File: src/rtl/line_router.sv
// line_router: routes synchronised input lines (or constant 0/1) to each output
// with per-output inversion and a conditioning mode (direct, debounce, rising
// pulse, toggle). Configuration goes to shadow entries first and is committed
// to the active set atomically.
//
// Ports:
//   clk, rst       - rising-edge clock, synchronous active-high reset
//   input_lines    - asynchronous raw lines, synchronised internally
//   output_lines   - registered routed lines
//   cfg_valid      - shadow write strobe for entry cfg_output
//   cfg_output     - output index being written
//   cfg_source     - input index, NUM_INPUTS = const 0, NUM_INPUTS+1 = const 1
//   cfg_mode       - 0 direct, 1 debounce, 2 rise pulse, 3 toggle
//   cfg_invert     - invert selected line before mode processing
//   cfg_commit     - copy every shadow entry to active
//   cfg_err        - one-cycle pulse after a rejected write
//   cfg_pending    - shadow holds uncommitted writes
module line_router #(
  parameter int unsigned NUM_INPUTS  = 8,
  parameter int unsigned NUM_OUTPUTS = 10,
  parameter int unsigned SYNC_STAGES = 2,
  parameter int unsigned FILTER_LEN  = 8,
  localparam int unsigned SEL_W = $clog2(NUM_INPUTS + 2),
  localparam int unsigned OUT_W = (NUM_OUTPUTS > 1) ? $clog2(NUM_OUTPUTS) : 1
) (
  input  logic                   clk,
  input  logic                   rst,
  input  logic [NUM_INPUTS-1:0]  input_lines,
  output logic [NUM_OUTPUTS-1:0] output_lines,
  input  logic                   cfg_valid,
  input  logic [OUT_W-1:0]       cfg_output,
  input  logic [SEL_W-1:0]       cfg_source,
  input  logic [1:0]             cfg_mode,
  input  logic                   cfg_invert,
  input  logic                   cfg_commit,
  output logic                   cfg_err,
  output logic                   cfg_pending
);

  localparam int unsigned CNT_W = $clog2(FILTER_LEN);

  // Synchroniser chain, stage 0 captures the raw lines
  logic [SYNC_STAGES-1:0][NUM_INPUTS-1:0] sync_q;
  logic [NUM_INPUTS-1:0]                  sync_last;

  // Shadow and active configuration
  logic [NUM_OUTPUTS-1:0][SEL_W-1:0] src_sh_q, src_act_q;
  logic [NUM_OUTPUTS-1:0][1:0]       mode_sh_q, mode_act_q;
  logic [NUM_OUTPUTS-1:0]            inv_sh_q, inv_act_q;

  // Per-output conditioning state
  logic [NUM_OUTPUTS-1:0][CNT_W-1:0] cnt_q, cnt_d;
  logic [NUM_OUTPUTS-1:0]            filt_q, filt_d;
  logic [NUM_OUTPUTS-1:0]            prev_q, prev_d;
  logic [NUM_OUTPUTS-1:0]            tog_q, tog_d;
  logic [NUM_OUTPUTS-1:0]            out_q, out_d;
  logic [NUM_OUTPUTS-1:0]            s_cur, s_new, rise;

  logic err_q, pend_q;
  logic wr_in_range, wr_ok;

  assign sync_last    = sync_q[SYNC_STAGES-1];
  assign output_lines = out_q;
  assign cfg_err      = err_q;
  assign cfg_pending  = pend_q;

  // Range check widened by one bit so a power-of-two NUM_OUTPUTS cannot alias to 0
  assign wr_in_range = ({1'b0, cfg_output} < (OUT_W + 1)'(NUM_OUTPUTS)) &&
                       (cfg_source <= SEL_W'(NUM_INPUTS + 1));
  assign wr_ok       = cfg_valid && wr_in_range;

  // Selected line: synchronised input or constant, then optional inversion
  function automatic logic pick_line(input logic [SEL_W-1:0]      src,
                                     input logic                  inv,
                                     input logic [NUM_INPUTS-1:0] lines);
    logic v;
    v = (src == SEL_W'(NUM_INPUTS + 1));
    for (int i = 0; i < int'(NUM_INPUTS); i++) begin
      if (src == SEL_W'(i)) v = lines[i];
    end
    return v ^ inv;
  endfunction

  // Per-output conditioning next state; commit reseeds state from the new map
  always_comb begin
    s_cur  = '0;
    s_new  = '0;
    rise   = '0;
    cnt_d  = cnt_q;
    filt_d = filt_q;
    prev_d = prev_q;
    tog_d  = tog_q;
    out_d  = out_q;
    for (int o = 0; o < int'(NUM_OUTPUTS); o++) begin
      s_cur[o]  = pick_line(src_act_q[o], inv_act_q[o], sync_last);
      s_new[o]  = pick_line(src_sh_q[o], inv_sh_q[o], sync_last);
      rise[o]   = s_cur[o] & ~prev_q[o];
      prev_d[o] = s_cur[o];
      tog_d[o]  = tog_q[o] ^ rise[o];

      // Debounce: change accepted only after FILTER_LEN consecutive differing cycles
      if (s_cur[o] == filt_q[o]) begin
        cnt_d[o] = '0;
      end else if (cnt_q[o] == CNT_W'(FILTER_LEN - 1)) begin
        filt_d[o] = s_cur[o];
        cnt_d[o]  = '0;
      end else begin
        cnt_d[o] = cnt_q[o] + CNT_W'(1);
      end

      case (mode_act_q[o])
        2'd0:    out_d[o] = s_cur[o];
        2'd1:    out_d[o] = filt_q[o];
        2'd2:    out_d[o] = rise[o];
        default: out_d[o] = tog_d[o];
      endcase

      if (cfg_commit) begin
        cnt_d[o]  = '0;
        filt_d[o] = s_new[o];
        prev_d[o] = s_new[o];
        tog_d[o]  = 1'b0;
      end
    end
  end

  // State registers
  always_ff @(posedge clk) begin
    if (rst) begin
      sync_q     <= '0;
      src_sh_q   <= {NUM_OUTPUTS{SEL_W'(NUM_INPUTS)}};
      src_act_q  <= {NUM_OUTPUTS{SEL_W'(NUM_INPUTS)}};
      mode_sh_q  <= '0;
      mode_act_q <= '0;
      inv_sh_q   <= '0;
      inv_act_q  <= '0;
      cnt_q      <= '0;
      filt_q     <= '0;
      prev_q     <= '0;
      tog_q      <= '0;
      out_q      <= '0;
      err_q      <= 1'b0;
      pend_q     <= 1'b0;
    end else begin
      sync_q[0] <= input_lines;
      for (int k = 1; k < int'(SYNC_STAGES); k++) begin
        sync_q[k] <= sync_q[k-1];
      end

      cnt_q  <= cnt_d;
      filt_q <= filt_d;
      prev_q <= prev_d;
      tog_q  <= tog_d;
      out_q  <= out_d;

      // Active takes the shadow as it stood before this edge
      if (cfg_commit) begin
        src_act_q  <= src_sh_q;
        mode_act_q <= mode_sh_q;
        inv_act_q  <= inv_sh_q;
      end

      for (int o = 0; o < int'(NUM_OUTPUTS); o++) begin
        if (wr_ok && (cfg_output == OUT_W'(o))) begin
          src_sh_q[o]  <= cfg_source;
          mode_sh_q[o] <= cfg_mode;
          inv_sh_q[o]  <= cfg_invert;
        end
      end

      err_q <= cfg_valid & ~wr_in_range;

      // A write in the commit cycle keeps the shadow ahead of active
      if (wr_ok) begin
        pend_q <= 1'b1;
      end else if (cfg_commit) begin
        pend_q <= 1'b0;
      end
    end
  end

endmodule
File: config.mk
export PLATFORM = sky130hd
export DESIGN_NAME = line_router
export DESIGN_NICKNAME = d
export VERILOG_FILES = /design/src/rtl/line_router.sv
export SDC_FILE = /design/constraint.sdc
export NUM_CORES = 1
export LEC_CHECK = 0
export ABC_CLOCK_PERIOD_IN_PS = 6200
export CORE_MARGIN = 3
export CORE_UTILIZATION = 35
export CTS_BUF_LIST = sky130_fd_sc_hd__clkbuf_4 sky130_fd_sc_hd__clkbuf_8
export DETAILED_ROUTE_END_ITERATION = 6
export PLACE_DENSITY = 0.47
export SETUP_SLACK_MARGIN = 0.1
export SLEW_MARGIN = 5
export SYNTH_ARGS = -nofsm -noshare
export SYNTH_HDL_FRONTEND = slang
export SYNTH_SLANG_ARGS = --single-unit
File: constraint.sdc
create_clock -name clk -period 6.2 [get_ports clk]
set_input_delay 1.24 -clock clk [delete_from_list [all_inputs] [get_ports clk]]
set_output_delay 1.24 -clock clk [all_outputs]
set_load 0.1 [all_outputs]
Word level (Yosys, flattened, before mapping)
Cells that the tools add are included.
{ "totals": {"output_inout_bits": 12, "inputBits": 23, "ff_bits": 228, "elab_cells": 648} }
{ "classes": {"add_sub_neg": 10, "n_reduce_logical": 75, "order_cmp": 2, "bitwise": 52, "n_mux": 212, "eq_ne": 219} }
{ "op_table": {"columns": ["cell", "count"], "rows": [
  ["4-bit by 3-bit equality test with 1-bit output, second input constant", 84],
  ["1-bit two-way mux", 202],
  ["4-bit by 2-bit equality test with 1-bit output, second input constant", 42],
  ["4-bit equality test, second input constant", 22],
  ["4-bit by 1-bit equality test with 1-bit output, second input constant", 21],
  ["4-bit zero test", 21],
  ["4-bit OR reduction", 10],
  ["3-bit by 1-bit adder with 3-bit output, second input constant", 10],
  ["3-bit equality test, second input constant", 10],
  ["1-bit case mux with 3 select lines", 10],
  ["1-bit bitwise XOR", 30],
  ["2-bit nonzero test", 11],
  ["2-bit by 1-bit equality test with 1-bit output, second input constant", 10],
  ["2-bit equality test, second input constant", 10],
  ["2-bit zero test", 10],
  ["2-bit inequality test, second input constant", 10],
  ["2-bit AND reduction", 10],
  ["1-bit logical AND", 12],
  ["1-bit AND", 11],
  ["1-bit inverter", 11],
  ["1-bit equality test", 10],
  ["4-bit less-or-equal comparator, second input constant", 1],
  ["4-bit < comparator, second input constant", 1],
  ["2-bit OR reduction", 1]
]} }

Depth between registers and ports, before layout
{ "depth": {"ltp_word": 13, "depth_mapped": 9, "ltp_nobuf": 6} }

Worst setup path after synthesis
OpenSTA, ideal clock, no wires.
{ "synth_path": {"path_kind": "input to register", "start": "input cfg_output[3]", "end": "register src_sh_q[3] (netlist bit)", "required_time_ns": 6.080, "setup_slack_ns": 3.387, "setup_ns": 0.120, "cell_stages": 9, "arrival_ns": 2.694, "path_buffers": 3, "path_cell_list": "buf_2 o21ai_0 and2_1 and4b_1 buf_2 nor3b_1 buf_2 nor2b_1 a211o_1"} }
{ "synth_between": {"elab_chain_len": 4, "word_cells_on_any_way": 5, "cone_classes": "order compare: 1; reduce/logical: 4"} }
{ "synth_rtl": {"columns": ["element", "line", "source"], "rows": [
  ["start, declared", "31", "input logic [OUT_W-1:0] cfg_output,"],
  ["4-bit < comparator", "68", "assign wr_in_range = ({1'b0, cfg_output} < (OUT_W + 1)'(NUM_OUTPUTS)) &&"],
  ["1-bit logical AND", "68", null],
  ["1-bit logical AND", "70", "assign wr_ok = cfg_valid && wr_in_range;"],
  ["1-bit logical AND (*)", "164", "if (wr_ok && (cfg_output == OUT_W'(o))) begin"],
  ["end signal, assigned", "131", "src_sh_q <= {NUM_OUTPUTS{SEL_W'(NUM_INPUTS)}};"],
  ["end signal, assigned by index", "165", "src_sh_q[o] <= cfg_source;"],
  ["end, declared", "47", "logic [NUM_OUTPUTS-1:0][SEL_W-1:0] src_sh_q, src_act_q;"]
]} }
Mark *: on every way between the ends. The rest lies on a longest branch, timed or not.
A chain may end at the register's enable or synchronous reset.

Worst setup path after layout
{ "layout_path": {"start": "input cfg_source[1]", "end": "register src_sh_q[3] (netlist bit)"} }
{ "layout_between": {"elab_chain_len": 4} }
{ "layout_rtl": {"columns": ["element", "line", "source"], "rows": [
  ["start, declared", "32", "input logic [SEL_W-1:0] cfg_source,"],
  ["4-bit less-or-equal comparator", "69", "(cfg_source <= SEL_W'(NUM_INPUTS + 1));"],
  ["1-bit logical AND", "68", null],
  ["1-bit logical AND", "70", null],
  ["1-bit logical AND", "164", null]
]} }
Every way passes these cells.

==> impl_metrics.env <==
export IMPL_antenna_left=0
export IMPL_layout_cells_non_filler=1587
export IMPL_cp_cell_sequence="clkdlybuf4s50_1, o21ai_0, and2_1, and4b_1, nor3b_1, nor2b_1, a211o_1"
export IMPL_grt_pass1_wl_um=44500
export IMPL_r2r_cells=7
export IMPL_p_int_mw=2.43
export IMPL_avgRoutedWirePerCell_um=17.6
export IMPL_rrSetupSlack_ps=3670
export IMPL_grt_pass1_vias=7740
export IMPL_slew_violations=0
export IMPL_vdd_ir_drop_max_uv=168
export IMPL_dp_cells=1514
export IMPL_final_setup_tns_ps=0
export IMPL_worstSetupStartpointType="input pin"
export IMPL_design_core_area_um2=30700
export IMPL_synth_area_top_cells="dfxtp_1 (42%), mux2i_1 (15%), nor2_1 (5.6%)"
export IMPL_power_mw=3.19
export IMPL_rows=64
export IMPL_cts_htree_levels=2
export IMPL_area_delta_synth_final_pct=13.5
export IMPL_synth_edf_count=0
export IMPL_tritoncts="yes"
export IMPL_leakage_nw=4.52
export IMPL_critPathKind="in2reg"
export IMPL_drtPass1Iterations=5
export IMPL_cts_sinks=228
export IMPL_io_pins=35
export IMPL_dr_first_iter_drc_count=508
export IMPL_rr_endpoint="output_lines[1]$_SDFF_PP0_"
export IMPL_whs_path_depth=1
export IMPL_crit_slowest_cell="nor3b_1"
export IMPL_reg2reg_from="sync_last[7]$_SDFF_PP0_"
export IMPL_min_from="cnt_q[15]$_SDFF_PP0_"
export IMPL_cts_made_buffers=42
export IMPL_antenna_found_initial=0
export IMPL_fin_crit_ps=3840
export IMPL_crit_end="src_sh_q[3]$_SDFFE_PP1P_"
export IMPL_dieArea_um2=33500
export IMPL_path_delay_family="simple AND/OR/NAND/NOR gates"
export IMPL_swShare=0.239
export IMPL_cts_root_buf="clkbuf_8"
export IMPL_dieWidth_um=183
export IMPL_n_fill_cell=3043
export IMPL_crit_fanout=11
export IMPL_fmax_mhz=260
export IMPL_num_antenna_cells=0
export IMPL_tightest_slew_ps=1250
export IMPL_route_vias_total=8226
export IMPL_path_buf_inv=1
export IMPL_post_cts_buffers=0
export IMPL_grtUsageTotal=0.167
export IMPL_clk_latency_ps=540
export IMPL_net_switching_power_mw=0.763
export IMPL_wl_um=27900
export IMPL_combinationalPowerShare=0.063
export IMPL_ys_ff_latch=228
export IMPL_die_h_um=183
export IMPL_fin_nets=1205
export IMPL_hold_buffers=0
export IMPL_cp_end_kind="flop"
export IMPL_synth_warnings=0
export IMPL_io_buffers=34
export IMPL_viasPerCell=5.18
export IMPL_synth_common_cells="dfxtp_1 (228), mux2i_1 (165), nor2_1 (163)"
export IMPL_setup_violations=0
export IMPL_maxSlewHeadroom=0.166
export IMPL_clkTransAtPathRegs_ps=50
export IMPL_seq_area_frac_synth=0.416
export IMPL_cp_startpoint="cfg_source[1]"
export IMPL_finalClockSkew_ps=27.6
export IMPL_async_flop_share=0
export IMPL_rsz0062_at_grt="no"
export IMPL_layout_drive_gt1_share=0.121
export IMPL_synth_top_flop_cell="dfxtp_1"
export IMPL_hold_violations=0
export IMPL_syn_instance_count=1149
export IMPL_synth_cell_type_count=46
export IMPL_syn_avg_cell_area_um2=9.54
export IMPL_gp_congestion=0.742
export IMPL_max_cap_violations=0
export IMPL_clk_path_buf_depth=3
export IMPL_post_synth_instance_area_um2=11000
export IMPL_p_clk_frac=0.466
export IMPL_critical_path_depth=7
export IMPL_synth_top_area_cell="dfxtp_1"
export IMPL_synth_most_common_cell="dfxtp_1"
export IMPL_dp_hpwl_um=17600
export IMPL_initial_core_util=0.357
export IMPL_hold_path_class="reg2reg"
export IMPL_sequentialPowerShare=0.471
export IMPL_synth_nets=1192
export IMPL_power_density_nw_per_um2=256
export IMPL_crit_required_ps=6630
export IMPL_cp_arrival_ps=4270
export IMPL_post_route_period_util=0.620
export IMPL_holdWs_ps=430
export IMPL_synth_top_area_frac=0.416
export IMPL_slowest_delay_ps=1040
export IMPL_cts_resized_gates=0
export IMPL_outcome="finished, final reports clean"
export IMPL_grt_max_degree=73
export IMPL_gr_total_overflow=0
export IMPL_drcViolationCount=0
power groups by stage:
stage	Combinational (mW)	Clock [mW]	Sequential [mW]
2_1_floorplan	0.127	0	1.54
3_3_place_gp	0.203	0	1.53
3_5_place_dp	0.203	0	1.53
4_1_cts	0.204	1.54	1.50
5_1_grt	0.219	1.61	1.50
6_report	0.201	1.49	1.50
worst min-delay path by stage:
stage	end	slack, ps
final	cnt_q[15]$_SDFF_PP0_	430
after global routing	cnt_q[27]$_SDFF_PP0_	460
after CTS	cnt_q[15]$_SDFF_PP0_	430
after detailed placement	cnt_q[24]$_SDFF_PP0_	420
after global placement	cnt_q[9]$_SDFF_PP0_	420
after floorplan	cnt_q[18]$_SDFF_PP0_	410
cell usage in the layout, fill, tap and decap left out, drive strengths merged, types with 19 or more instances in the layout:
| cell | Yosys | final |
|---|---|---|
| nor4b | 29 | 29 |
| mux2i | 165 | 165 |
| o211ai | 19 | 19 |
| nor2 | 164 | 164 |
| nand3b | 27 | 27 |
| xnor2 | 30 | 30 |
| nor2b | 42 | 42 |
| ha | 20 | 20 |
| o21ai | 50 | 50 |
| a21oi | 57 | 57 |
| inv | 31 | 32 |
| a211oi | 19 | 19 |
| buf | 26 | 19 |
| nand2 | 43 | 43 |
| nand3 | 24 | 24 |
| a211o | 20 | 20 |
| clkbuf | 56 | 70 |
| dfxtp | 228 | 228 |
| clkdlybuf4s50 | 0 | 32 |
registers in the layout, summed over array words and instances, names as in the netlist, 10 cells and up:
signal	cells
cnt_q	30
filt_q	10
inv_act_q	10
inv_sh_q	10
mode_act_q	20
mode_sh_q	20
output_lines	10
prev_q	10
src_act_q	40
src_sh_q	40
tog_q	10
routing by layer:
layer,vias up,track usage,wire length (um)
li1,4150,-,-
met1,3890,0.240,14000
met2,144,0.264,12300
met3,42,0.0288,1070
met4,0,0.0402,488
met5,-,0,0
stage by stage:
step                instance area [um^2]  utilization  setup WS [ps]
finish                             12400        0.405           2360
global route                       12400        0.405           2090
CTS                                12400        0.405           2390
detailed placement                 11600        0.376           1820
global placement                   11600        0.376           1870
floorplan                          11000            -           3390
area by class of cell:
class	instances	area (um^2)	area share
multi-input cells	808	5930	0.476
inverters	31	116	0.00935
well taps	396	495	0.0398
clock buffers	70	857	0.0688
repair buffers	51	467	0.0375
clock inverters	3	23.8	0.00191
flip-flops and latches	228	4560	0.367
worst register-to-register path: cells and delay by family, from the launching register on:
| kind | cells | cell delay, ps |
|---|---|---|
| AO/OA/AOI/OAI | 3 | 900 |
| multiplexers | 2 | 530 |
| XOR/XNOR | 1 | 320 |
| flip-flops | 1 | 300 |
| buffers and inverters | 1 | 320 |
cells by family (layout without fill, tap and decap cells):
family | after synthesis | in the layout | synth area share
multiplexers | 178 | 178 | 0.174
buffers and inverters | 113 | 155 | 0.0434
AND/OR/NAND/NOR | 377 | 377 | 0.178
flip-flops | 228 | 228 | 0.416
AO/OA/AOI/OAI | 203 | 203 | 0.127
adder cells (fa/ha/maj) | 20 | 20 | 0.0228
XOR/XNOR | 30 | 30 | 0.0380
(Power assumes the default switching activity.)
==> RTL edit (config.mk and constraints unchanged) <==
`FILTER_LEN`: 8 -> 4.
--- a/src/rtl/line_router.sv
+++ b/src/rtl/line_router.sv
@@ -19,7 +19,7 @@
   parameter int unsigned NUM_INPUTS  = 8,
   parameter int unsigned NUM_OUTPUTS = 10,
   parameter int unsigned SYNC_STAGES = 2,
-  parameter int unsigned FILTER_LEN  = 8,
+  parameter int unsigned FILTER_LEN  = 4,
   localparam int unsigned SEL_W = $clog2(NUM_INPUTS + 2),
   localparam int unsigned OUT_W = (NUM_OUTPUTS > 1) ? $clog2(NUM_OUTPUTS) : 1
 ) (
Check against the original RTL: not equivalent (a bounded check fails within 10 cycles, from zero or initial values and one cycle with rst high).
==> RTL edit against the unedited design <==
Power decreased by 3.5%; wire length decreased by 1.7%; hold slack got worse by 0.010 ns; global-route usage up 0.66 points; worst setup slack better by 0.54 ns; combinational power is essentially flat; sequential cell count decreased by 10; area after synthesis down 4.1%; critical endpoint is now cfg_pending; critical path depth decreased by 6; non-clock buffer count decreased by 4; utilization is 0.45 points higher; clock power shrank 3%; cell area down 4.1%.
==> RTL edit: results <==
[route]
drtIter0Drc = 576
vias_per_cell = 5.22
routed_wl_mm = 27.4

[clocking]
cts_buffer_depth = 3
cts_setup_buffers = 0
numCtsBuffers = 41
cts_max_level = 2
cts_resized = 0

[layout]
stdcell_count = 1527
nFillCells = 3001
drive_gt1_frac = 0.124
top_regs = "src_act_q x40, src_sh_q x40"

[logic_synthesis]
synth_compound_area_frac = 0.133
synthAdderAreaFrac = 0.0119
synth.area.mux_share = 0.179
yosys-top-cells-area = "dfxtp_1 41%, mux2i_1 15%, nor2_1 5.4%, a21oi_1 2.6%, nor2b_1 2.6%"
synth_xor_area_frac = 0.0386
synthCells = 1104
ys_seq_area_frac = 0.415
ys_dominant_reg_cell = "dfxtp_1"
synthTopCellsByCount = "218 x dfxtp_1, 162 x mux2i_1, 152 x nor2_1, 55 x a21oi_1, 48 x clkbuf_1"

[setup_path]
rr_startpoint = "sync_last[6]"
critPathMaxFanout = 2
cpLargestDelayFamily = "buffers and inverters"
endpoint = "cfg_pending"
critPathLaunch = "cfg_pending"
critPathMaxStageDelay_ns = 1.15
r2r_slack_ns = 3.84
arrival_ns = 2.06
cpMaxStageDelayCell = "clkdlybuf4s50_1"
reg2reg_to = "output_lines[9]"

[place]
place_congestion = 0.743
place.port_buffers = 34
dp_hpwl_mm = 16.5
place_area_sq_mm = 0.0111

[power]
switching_share = 0.245
cellLeakagePower_nw = 4.30
p_clk_frac = 0.467
peakVddDrop_mv = 0.163
p_int_mw = 2.32

[worst_hold_path]
hold-path-endpoint = "sync_last[2]"
hold_path_startpoint = "sync_q[2]"

[global_route]
grt_util_all_layers = 0.174
grt_max_degree = 75
grt_pass1_wl_mm = 44.1
grt_pass1_vias = 7803

[status]
status = "finished, final reports clean"

[sta]
finClkSkew_ns = 0.0177
whs_ns = 0.420
relSlewSlack = 0.316
## RTL edit: changes by cell type after synthesis, moves of 5 or more
cell / change
nor4b_1: -16
nor2_1: -11
dfxtp_1: -10
ha_1: -10
inv_1: -9
clkbuf_1: -8
nor4b_2: +6
and2_1: +5
## RTL edit: final cells by class
class	count	area (sq um)	area share
clock buffer	64	812	0.0680
clock inverter	7	41.3	0.00346
inverter	22	82.6	0.00692
tap	384	480	0.0402
timing repair buffer	47	437	0.0366
multi-input combinational	785	5720	0.479
sequential	218	4360	0.366
## RTL edit: routing by layer
layer	routed length, microns	track usage	vias to the layer above
li1	-	-	3985
met1	13200	0.240	3814
met2	12500	0.279	134
met3	1200	0.0322	39
met4	494	0.0483	0
met5	0	0	-
## RTL edit: per-stage QoR
stage / worst slack (ns) / utilization
finish: 2.90 / 0.409
global route: 2.73 / 0.409
CTS: 2.86 / 0.409
detailed placement: 2.40 / 0.380
global placement: 2.45 / 0.380
floorplan: 3.53 / -
